<file path="config.mk">
export PLATFORM = sky130hd
export DESIGN_NAME = spi_slave
export DESIGN_NICKNAME = d
export VERILOG_FILES = /design/src/rtl/spi_slave.sv
export SDC_FILE = /design/constraint.sdc
export NUM_CORES = 1
export LEC_CHECK = 0
export BUFFER_PORTS_ARGS = -buffer_cell sky130_fd_sc_hd__buf_4
export CAP_MARGIN = 20
export CORE_MARGIN = 2
export CORE_UTILIZATION = 30
export CTS_CLUSTER_DIAMETER = 80
export CTS_CLUSTER_SIZE = 16
export DETAILED_ROUTE_END_ITERATION = 7
export PLACE_DENSITY = 0.58
export SKIP_CTS_REPAIR_TIMING = 1
export SYNTH_ARGS = -nofsm -noshare
export SYNTH_HDL_FRONTEND = slang
export SYNTH_SLANG_ARGS = --single-unit
</file>
<file path="constraint.sdc">
create_clock -name clk -period 1.7 [get_ports clk]
set_input_delay 0.085 -clock clk [delete_from_list [all_inputs] [get_ports clk]]
set_output_delay 0.085 -clock clk [all_outputs]
set_load 0.1 [all_outputs]
</file>
<file path="src/rtl/spi_slave.sv">
// -----------------------------------------------------------------------------
// spi_slave
//
// SPI slave with a runtime-selectable mode (cpol/cpha) and bit order (lsbfe).
// All SPI pins are asynchronous to clk and are resynchronised before use.
// Everything runs on the single clk domain. A single-entry TX holding register
// feeds the TX shift register. Received words are presented on rx_data with a
// one-cycle rx_valid pulse.
//
// Optional feature macro: SPI_SLAVE_STATUS_EN
//   defined   -> tx_underrun / frame_err status pulses are generated
//   undefined -> tx_underrun / frame_err are tied to 0
//
// Parameters
//   DATA_BITS    bits per SPI word
//   SYNC_STAGES  synchroniser depth on sck/ss_n/mosi (>= 2)
//
// Ports
//   clk, rst           clock, synchronous active-high reset
//   cpol, cpha, lsbfe  SPI mode and bit order (static while selected)
//   sck, ss_n, mosi    SPI inputs from the master (asynchronous)
//   miso, miso_oe      SPI output and its drive enable
//   tx_data/valid/ready  write side of the TX holding register
//   rx_data, rx_valid  last complete received word, one-cycle update pulse
//   busy               frame in progress (FSM in ACTIVE)
//   tx_underrun        all-ones fill used because holding register was empty
//   frame_err          slave deselected in the middle of a word
// -----------------------------------------------------------------------------
module spi_slave #(
    parameter int DATA_BITS   = 8,
    parameter int SYNC_STAGES = 2
) (
    input  logic                 clk,
    input  logic                 rst,
    input  logic                 cpol,
    input  logic                 cpha,
    input  logic                 lsbfe,
    input  logic                 sck,
    input  logic                 ss_n,
    input  logic                 mosi,
    output logic                 miso,
    output logic                 miso_oe,
    input  logic [DATA_BITS-1:0] tx_data,
    input  logic                 tx_valid,
    output logic                 tx_ready,
    output logic [DATA_BITS-1:0] rx_data,
    output logic                 rx_valid,
    output logic                 busy,
    output logic                 tx_underrun,
    output logic                 frame_err
);

    localparam int CNT_W = $clog2(DATA_BITS + 1);
    localparam logic [CNT_W-1:0] WORD_LEN = CNT_W'(DATA_BITS);

    typedef enum logic {
        IDLE,
        ACTIVE
    } state_t;

    state_t state;
    state_t state_next;

    logic [SYNC_STAGES-1:0] sck_sync;
    logic [SYNC_STAGES-1:0] ss_sync;
    logic [SYNC_STAGES-1:0] mosi_sync;
    logic                   sck_d;
    logic                   ss_d;

    logic sck_s;
    logic ss_s;
    logic mosi_s;
    logic sck_rise;
    logic sck_fall;
    logic lead_edge;
    logic trail_edge;
    logic sample_edge;
    logic shift_edge;
    logic ss_fall;
    logic ss_rise;

    logic enter;
    logic leave;
    logic active;
    logic word_end;
    logic reload;
    logic shift_now;
    logic capture;
    logic pop;

    logic                 hold_full;
    logic [DATA_BITS-1:0] hold_data;
    logic [DATA_BITS-1:0] tx_shift;
    logic [DATA_BITS-1:0] rx_shift;
    logic [CNT_W-1:0]     bit_cnt;
    logic                 word_done;
    logic                 first_edge;

    // Synchronisers plus one extra delayed copy of sck/ss_n for edge detection.
    // Everything resets to 1 so a reset never looks like a slave-select.
    always_ff @(posedge clk) begin
        if (rst) begin
            sck_sync  <= '1;
            ss_sync   <= '1;
            mosi_sync <= '1;
            sck_d     <= 1'b1;
            ss_d      <= 1'b1;
        end else begin
            sck_sync  <= {sck_sync[SYNC_STAGES-2:0], sck};
            ss_sync   <= {ss_sync[SYNC_STAGES-2:0], ss_n};
            mosi_sync <= {mosi_sync[SYNC_STAGES-2:0], mosi};
            sck_d     <= sck_sync[SYNC_STAGES-1];
            ss_d      <= ss_sync[SYNC_STAGES-1];
        end
    end

    assign sck_s  = sck_sync[SYNC_STAGES-1];
    assign ss_s   = ss_sync[SYNC_STAGES-1];
    assign mosi_s = mosi_sync[SYNC_STAGES-1];

    // Leading edge leaves the idle level, trailing edge returns to it; cpha
    // picks which of the two samples mosi and which moves miso.
    assign sck_rise    = sck_s & ~sck_d;
    assign sck_fall    = ~sck_s & sck_d;
    assign lead_edge   = cpol ? sck_fall : sck_rise;
    assign trail_edge  = cpol ? sck_rise : sck_fall;
    assign sample_edge = cpha ? trail_edge : lead_edge;
    assign shift_edge  = cpha ? lead_edge : trail_edge;
    assign ss_fall     = ~ss_s & ss_d;
    assign ss_rise     = ss_s & ~ss_d;

    // FSM state register.
    always_ff @(posedge clk) begin
        if (rst) begin
            state <= IDLE;
        end else begin
            state <= state_next;
        end
    end

    // FSM next state, with frame entry/exit strobes.
    always_comb begin
        state_next = state;
        enter      = 1'b0;
        leave      = 1'b0;
        case (state)
            IDLE: begin
                if (ss_fall) begin
                    state_next = ACTIVE;
                    enter      = 1'b1;
                end
            end
            ACTIVE: begin
                if (ss_rise) begin
                    state_next = IDLE;
                    leave      = 1'b1;
                end
            end
            default: state_next = IDLE;
        endcase
    end

    assign active   = (state == ACTIVE);
    assign word_end = active && (bit_cnt == WORD_LEN);

    // The TX shift register is reloaded at frame entry and on the first shift
    // edge after a completed word. With cpha=1 the very first leading edge of a
    // frame only opens bit 0, which is already on miso, so it must not shift.
    assign reload    = enter | (active & shift_edge & word_done);
    assign shift_now = active & shift_edge & ~word_done & ~(cpha & first_edge);
    assign capture   = tx_valid & ~hold_full;
    assign pop       = reload & hold_full;

    // Holding register and TX shift register. A capture can only happen while
    // the holding register is empty, so a same-cycle reload sees the old
    // (empty) entry and falls back to the all-ones fill.
    always_ff @(posedge clk) begin
        if (rst) begin
            hold_full <= 1'b0;
            hold_data <= '0;
            tx_shift  <= '1;
        end else begin
            if (capture) begin
                hold_full <= 1'b1;
                hold_data <= tx_data;
            end else if (pop) begin
                hold_full <= 1'b0;
            end

            if (reload) begin
                tx_shift <= hold_full ? hold_data : '1;
            end else if (shift_now) begin
                if (lsbfe) begin
                    tx_shift <= {1'b1, tx_shift[DATA_BITS-1:1]};
                end else begin
                    tx_shift <= {tx_shift[DATA_BITS-2:0], 1'b1};
                end
            end
        end
    end

    // Word-boundary bookkeeping for the TX side.
    always_ff @(posedge clk) begin
        if (rst) begin
            word_done  <= 1'b0;
            first_edge <= 1'b0;
        end else if (enter) begin
            word_done  <= 1'b0;
            first_edge <= 1'b1;
        end else if (active) begin
            if (word_end) begin
                word_done <= 1'b1;
            end else if (shift_edge) begin
                word_done <= 1'b0;
            end
            if (shift_edge) begin
                first_edge <= 1'b0;
            end
        end
    end

    // Receive path. A partial word at deselect is dropped simply by clearing
    // the counter; rx_data keeps the previous complete word.
    always_ff @(posedge clk) begin
        if (rst) begin
            rx_shift <= '1;
            bit_cnt  <= '0;
            rx_data  <= '0;
            rx_valid <= 1'b0;
        end else begin
            rx_valid <= word_end;
            if (word_end) begin
                rx_data <= rx_shift;
            end
            if (enter || leave || word_end) begin
                bit_cnt <= '0;
            end else if (active && sample_edge) begin
                bit_cnt <= bit_cnt + CNT_W'(1);
                if (lsbfe) begin
                    rx_shift <= {mosi_s, rx_shift[DATA_BITS-1:1]};
                end else begin
                    rx_shift <= {rx_shift[DATA_BITS-2:0], mosi_s};
                end
            end
        end
    end

`ifdef SPI_SLAVE_STATUS_EN
    logic underrun_q;
    logic frame_err_q;

    // Status pulses: empty-fill on reload, deselect with a partial word.
    always_ff @(posedge clk) begin
        if (rst) begin
            underrun_q  <= 1'b0;
            frame_err_q <= 1'b0;
        end else begin
            underrun_q  <= reload & ~hold_full;
            frame_err_q <= leave && (bit_cnt != '0) && !word_end;
        end
    end

    assign tx_underrun = underrun_q;
    assign frame_err   = frame_err_q;
`else
    assign tx_underrun = 1'b0;
    assign frame_err   = 1'b0;
`endif

    assign miso_oe  = ~ss_s;
    assign miso     = miso_oe ? (lsbfe ? tx_shift[0] : tx_shift[DATA_BITS-1]) : 1'b1;
    assign busy     = active;
    assign tx_ready = ~hold_full;

endmodule

</file>
# Word level (Yosys, flattened, before mapping)
# Cells that the tools add are included.
[classes]
n_eq_ne = 1
n_mux = 23
addsub = 1
bitwise = 21
reduce_logical = 14
[op_table]
columns = ["cell", "n"]
rows = [
  ["two-way mux 8 bit", 5],
  ["two-way mux 1 bit", 17],
  ["bitwise AND 1 bit", 11],
  ["nonzero test 2 bit", 5],
  ["NOT 1 bit", 9],
  ["AND reduction 2 bit", 3],
  ["adder 4 x 1 -> 4 bit (second input constant)", 1],
  ["== test 4 bit (second input constant)", 1],
  ["OR reduction 2 bit", 2],
  ["logical AND 1 bit", 2],
  ["logical OR 1 bit", 2],
  ["one-hot mux 1 bit (2 select lines)", 1],
  ["OR 1 bit", 1],
]
[totals]
input_bits = 17
elab_cells = 75
ff_bits = 49
out_inout_bits = 15

# Logic depth before layout (Yosys ltp)
# Gate-level depths: netlist of the first run.
[depth]
word_depth = 10
depth_mapped = 7
mapped_depth_nobuf = 6

# Worst setup path after synthesis of the first run
# Ideal clock, no wire load.
[synth_path]
kind = "reg-to-reg"
from = "reg state, in the netlist busy"
to = "reg rx_shift[5]"
arrival_ns = 2.244
slack_ns = -0.614
required_ns = 1.630
stages_incl_launch_ff = 7
setup_ns = 0.070
synth_period_minus_slack_ns = 2.314
path_buffers = 2
path_cell_list = "dfxtp_1 clkbuf_1 nand4b_1 nand4_2 buf_4 a2111oi_0 a21oi_1"
[synth_between]
elab_chain_cells = 5
elab_cells_between_ends = 8
cone_classes = "mux: 2; bitwise: 1; reduce/logical: 5"
[synth_lines]
columns = ["item", "line", "rtl"]
rows = [
  ["start, declared", "61", "state_t state;"],
  ["start signal, assigned", "137", "state <= state_next;"],
  ["two-way mux 1 bit", "146", "case (state)"],
  ["logical OR 1 bit (2 in a row)", "235", "if (enter || leave || word_end) begin"],
  ["NOT 1 bit (no line)", "n/a", ""],
  ["AND reduction 2 bit (no line) *", "n/a", ""],
  ["end signal, assigned", "240", "rx_shift <= {mosi_s, rx_shift[DATA_BITS-1:1]};"],
  ["end signal, assigned", "242", "rx_shift <= {rx_shift[DATA_BITS-2:0], mosi_s};"],
  ["end, declared", "94", "logic [DATA_BITS-1:0] rx_shift;"],
]
# Every way passes the cells marked *; elsewhere a longest branch is shown, timed or not.
# A chain may end at the register's enable or synchronous reset.

# Worst setup path in the final report of the first run
[layout_path]
from = "reg sck_d"
to = "reg tx_shift[1]"
[layout_between]
elab_chain_cells = 8
elab_cells_between_ends = 13
cone_classes = "mux: 4; bitwise: 8; reduce/logical: 1"
[layout_lines]
columns = ["item", "line", "rtl"]
rows = [
  ["start, declared", "67", "logic sck_d;"],
  ["start signal, assigned", "112", "sck_d <= sck_sync[SYNC_STAGES-1];"],
  ["NOT 1 bit", "123", "assign sck_rise = sck_s & ~sck_d;"],
  ["bitwise AND 1 bit", "123", ""],
  ["two-way mux 1 bit, on equally long branches", "126, 125", ""],
  ["two-way mux 1 bit *", "128", "assign shift_edge = cpha ? lead_edge : trail_edge;"],
  ["bitwise AND 1 bit *", "169, 170", ""],
  ["bitwise AND 1 bit, on equally long branches", "169, 170", ""],
  ["OR 1 bit / bitwise AND 1 bit (equally long branches)", "169, 170", ""],
  ["two-way mux 8 bit / nonzero test 2 bit (equally long branches)", "n/a", ""],
  ["end signal, assigned", "191", "tx_shift <= hold_full ? hold_data : '1;"],
  ["end signal, assigned", "194", "tx_shift <= {1'b1, tx_shift[DATA_BITS-1:1]};"],
  ["end signal, assigned", "196", "tx_shift <= {tx_shift[DATA_BITS-2:0], 1'b1};"],
  ["end, declared", "93", "logic [DATA_BITS-1:0] tx_shift;"],
]
# Marks and branches as above.

==> metrics, run 1 <==
first-pass GRT wire length 6860 microns; crit path DAT 1.92 ns; Die Y 87.3 microns; Max-cap violations 0; hold endpoint hold_data[5]; Max Root-Sink Buffers 2; Hold Startpoint tx_data[5]; aggregate global-route resource usage 11.2%; max-slew violation count 0; sequential share of the synthesized area 47.1%; Leakage just over 1 nW; Critical Path End Type flip-flop; Ports 32; fmax 577 MHz; yosys warns 0; Cells after Synth 241; share of layout cells above drive strength 1 26.5%; Core Area 6760 sq um; Initial Utilization 30.8%; min Tclk post-route approximately 1.7 ns; Pwr Density 868 nW/um^2; utilization after layout 39.6%; Yosys reg bits 49; clock-pin slew on the worst setup and hold paths 0.08 ns; Cell Area, Synth 2080 sq um; Nets 297; largest net degree at the start of global routing 55; routed vias/inst 4.82; slew margin rel. between 60% and 70%; CP Launch Type flip-flop; root buffer cell clkbuf_8; Slew @ Worst Pin 0.557 ns; CP max FO 8; CTS HTree Levels 2; Synth cell types 32; Area Overhead vs Synth 28.5%; final worst setup slack -0.0339 ns; RSZ-0062 raised after global routing true; n_diodes 0; wire length per cell 12.0 microns; clock latency on the worst-skew pair just under 0.3 ns; CTS tree yes; worst clock skew 0.00511 ns; total iterations of the first detailed-routing run 4; FFs w/ async S/R, synth 0%; Final Hold Fails 0; Final ANT Viol Nets 0; FF-to-FF Start sck_d; TritonCTS buffer count 5; post-detail-place hpwl between 2000 and 3000 microns; num rows 30; worst hold-check path type input port to flip-flop; routed wire length 4300 microns; routability cong. about 0.72; Residual DRC 0; path type of the worst setup path flip-flop to flip-flop; failing checks setup timing; Die X 87.3 microns; final setup fails 7; Final period util 102%; r2r endpoint tx_shift[1]; Worst Path Required 1.88 ns; status finished with violations; worst-case reg-to-reg path depth 5; DRC violation total after the first TritonRoute iteration 50; gr ovfl total 0; flop2flop setup slack -0.03 ns; hold depth 3; ys flop type dfxtp_1; Syn Area/Cell 8.64 sq um; clock sink total 49; initial antenna violation count 0; largest vdd supply drop 0.000550 V; EDFF count, synth 0; Overall Power 2.33 mW; PortBufs 29; Vias 1729; vias in the first global route 1487; die area 7630 sq um
[where the power goes]
group	leakage, nW	internal [mW]	switching (mW)
Combinational	0.567	0.105	0.161
Clock	0.0585	0.480	0.370
Sequential	0.400	1.18	0.0270
[sequential cells by signal, summed over array words and instances, names as in the netlist]
signal,count
hold_data,8
rx_data,8
rx_shift,8
tx_shift,8
bit_cnt,4
mosi_sync,2
sck_sync,2
ss_sync,2
busy,1
first_edge,1
hold_full,1
rx_valid,1
sck_d,1
ss_d,1
word_done,1
[worst max-delay path: stages (launching register included)]
cell	delay, ns
dfxtp_2	0.34
nand2b_4	0.17
mux2i_2	0.24
a32oi_1	0.21
and2_2	0.30
a221o_1	0.36
[metal layers]
| metal | vias to the layer above | GRT usage, % | wire length (microns) |
|---|---|---|---|
| met5 | - | 0 | 0 |
| met4 | 0 | 4.20 | 40 |
| met3 | 5 | 3.41 | 158 |
| met2 | 35 | 17.4 | 2060 |
| met1 | 777 | 14.6 | 2040 |
| li1 | 912 | - | - |
[layout by cell type, fill, tap and decap left out, drive strengths merged, types with 4 or more instances in the layout]
master	n
a221o	8
nor2b	10
buf	41
o21ai	9
nand2	38
inv	4
or2	8
mux2i	11
a2111oi	8
a21oi	29
or3	8
clkbuf	7
nor2	18
dfxtp	49
[layout make-up]
cell class              instances  area [sq um]
well taps                      80           100
clock buffers                   7          86.3
multi-input cells             173          1120
fillers                       687          4080
clock inverters                 1          30.0
repair buffers                 44           338
inverters                       5          20.0
flip-flops and latches         49           987
[synth_stat cells (2+ instances only)]
library cell  instances  area share, %
a221o_1               8            3.8
xnor2_1               2           0.84
mux2i_1              11            5.3
o21ai_0               9            2.2
a2111oi_0             8            3.4
inv_1                 4           0.72
nor2_1               18            3.2
or3_1                 8            2.4
a21oi_1              29            7.0
xor2_1                2           0.84
ha_1                  2            1.2
dfxtp_1              49             47
nor2b_1              10            3.0
nand2_1              38            6.8
or2_2                 8            2.4
buf_4                 3            1.1
nand3_1               3           0.72
nand3b_1              2           0.72
clkbuf_1             11            2.0
nand2b_1              3           0.90
buf_2                 2           0.48
[worst max-delay path by stage]
stage | slack [ns] | startpoint | endpoint | cells after the start
floorplan | -0.06 | busy | rx_shift[5] | 6
detailed placement | -0.18 | sck_sync[1] | tx_shift[3] | 6
global placement | -0.14 | cpol | tx_shift[3] | 6
finish | -0.03 | sck_d | tx_shift[1] | 5
global route | -0.1 | sck_sync[1] | tx_shift[5] | 5
CTS | -0.18 | sck_sync[1] | tx_shift[3] | 6
[metrics by stage]
| step | area (sq um) | setup TNS, ns | hold WS (ns) | setup slack [ns] | std cells |
|---|---|---|---|---|---|
| final | 2680 | -0.148 | 0.0318 | -0.0339 | 359 |
| after global routing | 2680 | -0.809 | 0.0218 | -0.0979 | 359 |
| after CTS | 2540 | -1.17 | -0.0475 | -0.179 | 353 |
| after detailed placement | 2420 | -1.31 | 0.271 | -0.183 | 345 |
| after global placement | 2420 | -1.40 | 0.270 | -0.136 | 345 |
| after floorplan | 2110 | -0.118 | 0.189 | -0.0588 | 242 |
[logic make-up (layout without fill, tap and decap cells)]
family,Yosys count,in the layout,share of synthesized area (%)
AOI/OAI and AO/OA,56,58,17.4
xor gates and xnor gates,4,4,1.68
adders and majority gates,2,2,1.20
buffers and inverters,22,57,4.62
DFF,49,49,47.1
muxes,11,11,5.29
other,1,2,0.180
and+or+nand+nor,96,96,22.6
Power figures use the tool's default switching activity.
==> inputs of run 2 (changes only) <==
Settings changed: CORE_ASPECT_RATIO set to 0.5.
==> run 2 against run 1 <==
- the flow still finishes with violations (setup timing)
- setup slack gained 0.024 ns
- hold slack gained 0.017 ns
- via count grew 1.6%
- sequential share of layout area shrank 1.2 points
- total power grew 15%
- flip-flop and latch count is the same
==> metrics, run 2 (synthesis gave the netlist of run 1 again) <==
status finished with violations (unchanged); failing checks setup timing (unchanged); aggregate global-route resource usage 11.5% (was 11.2%); min Tclk post-route 1.71 ns (was 1.73 ns); CTS tree yes (unchanged); Max Root-Sink Buffers 2 (unchanged); total iterations of the first detailed-routing run 4 (unchanged); RSZ-0062 raised after global routing true (unchanged); root buffer cell clkbuf_16 (was clkbuf_8); hold depth 3 (unchanged); slew margin rel. 63.5% (was 62.8%); post-detail-place hpwl 2840 microns (was 2680 microns); final worst setup slack -0.00951 ns (was -0.0339 ns); routed vias/inst 4.75 (was 4.82); Vias 1756 (was 1729); Worst Path Required 1.87 ns (was 1.88 ns); critical path cell sequence nand2b_4 -> mux2i_4 -> a31oi_4 -> or3_1 -> a221o_1 (was nand2b_4 -> mux2i_2 -> a32oi_1 -> and2_2 -> a221o_1); first-pass GRT wire length 7200 microns (was 6860 microns); num rows 21 (was 30); CP max FO 5 (was 8); routed wire length 4450 microns (was 4300 microns); share of layout cells above drive strength 1 27.0% (was 26.5%); max-slew violation count 0 (unchanged); Area Overhead vs Synth 32.9% (was 28.5%); die area 7670 sq um (was 7630 sq um); Die X 122 microns (was 87.3 microns); path type of the worst setup path flip-flop to flip-flop (unchanged); commonest non-fill, non-tap cell in the layout dfxtp_1 (unchanged); vias in the first global route 1550 (was 1487); CP Launch Type flip-flop (unchanged); Ports 32 (unchanged); Max-cap violations 0 (unchanged); largest vdd supply drop 0.000379 V (was 0.000550 V); largest net degree at the start of global routing 55 (unchanged); final setup fails 2 (was 7); Leakage 1.05 nW (was 1.03 nW); PortBufs 29 (unchanged); Residual DRC 0 (unchanged); fmax 585 MHz (was 577 MHz); slowest CP cell dfxtp_2 (was a221o_1); Critical Path End Type flip-flop (unchanged); most frequent cells in the layout dfxtp_1, buf_4, nand2_1 (unchanged); CTS HTree Levels 2 (unchanged); clock-pin slew on the worst setup and hold paths 0.06 ns (was 0.08 ns); wire length per cell 12.0 microns (about the same); Final Hold Fails 0 (unchanged); clock sink total 49 (unchanged); crit path DAT 1.88 ns (was 1.92 ns); Nets 296 (was 297); flop2flop setup slack -0.01 ns (was -0.03 ns); Final ANT Viol Nets 0 (unchanged); Final period util 101% (was 102%); clock latency on the worst-skew pair 0.29 ns (about the same); DRC violation total after the first TritonRoute iteration 106 (was 50); Initial Utilization 31.1% (was 30.8%); TritonCTS buffer count 5 (unchanged); Overall Power 2.68 mW (was 2.33 mW); worst clock skew 0.00613 ns (was 0.00511 ns); setup TNS -0.0110 ns (was -0.148 ns); gr ovfl total 0 (unchanged); n_diodes 0 (unchanged); routability cong. 0.765 (was 0.718); Slew @ Worst Pin 0.546 ns (was 0.557 ns); worst hold-check path type input port to flip-flop (unchanged); Pwr Density 967 nW/um^2 (was 868 nW/um^2); initial antenna violation count 0 (unchanged); worst-case reg-to-reg path depth 5 (unchanged); Die Y 62.9 microns (was 87.3 microns); worst stage delay on the critical path 0.34 ns (was 0.36 ns); Core Area 6700 sq um (was 6760 sq um)
run 2: cell types whose count changed in the layout (fill, tap and decap cells not counted), sizes merged:
| cell | change |
|---|---|
| a31oi | +1 |
| buf | -1 |
| a32oi | -1 |
| clkinv | +1 |
| clkbuf | -1 |
run 2: stage by stage:
step | hold slack, ns | area (sq um) | util [%] | setup slack [ns] | std cells
final | 0.0486 | 2770 | 41.3 | -0.00951 | 370
after global routing | 0.0464 | 2770 | 41.3 | -0.0805 | 370
after CTS | -0.0179 | 2610 | 39.0 | -0.183 | 364
after detailed placement | 0.272 | 2430 | 36.2 | -0.214 | 356
after global placement | 0.271 | 2430 | 36.2 | -0.172 | 356
after floorplan | 0.189 | 2110 | - | -0.0588 | 242
run 2: layer usage:
layer,vias to the layer above,track usage [%],share of wire [%]
met1,814,16.2,53
li1,910,-,-
met2,28,17.0,43
met5,-,0,0
met4,0,3.45,0.67
met3,4,3.10,3.8
run 2: layout make-up:
| class | count | area (sq um) |
|---|---|---|
| clock inverters | 2 | 35.0 |
| inverters | 5 | 20.0 |
| multi-input cells | 173 | 1130 |
| repair buffers | 43 | 330 |
| well taps | 92 | 115 |
| clock buffers | 6 | 150 |
| fillers | 650 | 3930 |
| flip-flops and latches | 49 | 988 |
run 2: worst max-delay path: cells and delay by family (launching register included):
family,cells,cell delay (ns)
AND/OR/NAND/NOR,2,0.50
AO/OA/AOI/OAI,2,0.49
flip-flops,1,0.34
multiplexers,1,0.26
run 2: where the power goes:
| part | total, mW | internal, mW | switching (mW) |
|---|---|---|---|
| logic | 0.263 | 0.103 | 0.160 |
| registers | 1.21 | 1.18 | 0.0282 |
| clock network | 1.20 | 0.781 | 0.422 |
| total | 2.68 | 2.07 | 0.610 |
run 2: final timing paths:
path	from	to
worst max-delay path	sck_sync[1]	tx_shift[1]
worst min-delay path	tx_data[2]	hold_data[2]
worst max register to register	sck_sync[1]	tx_shift[1]
worst min register to register	sck_sync[0]	sck_sync[1]
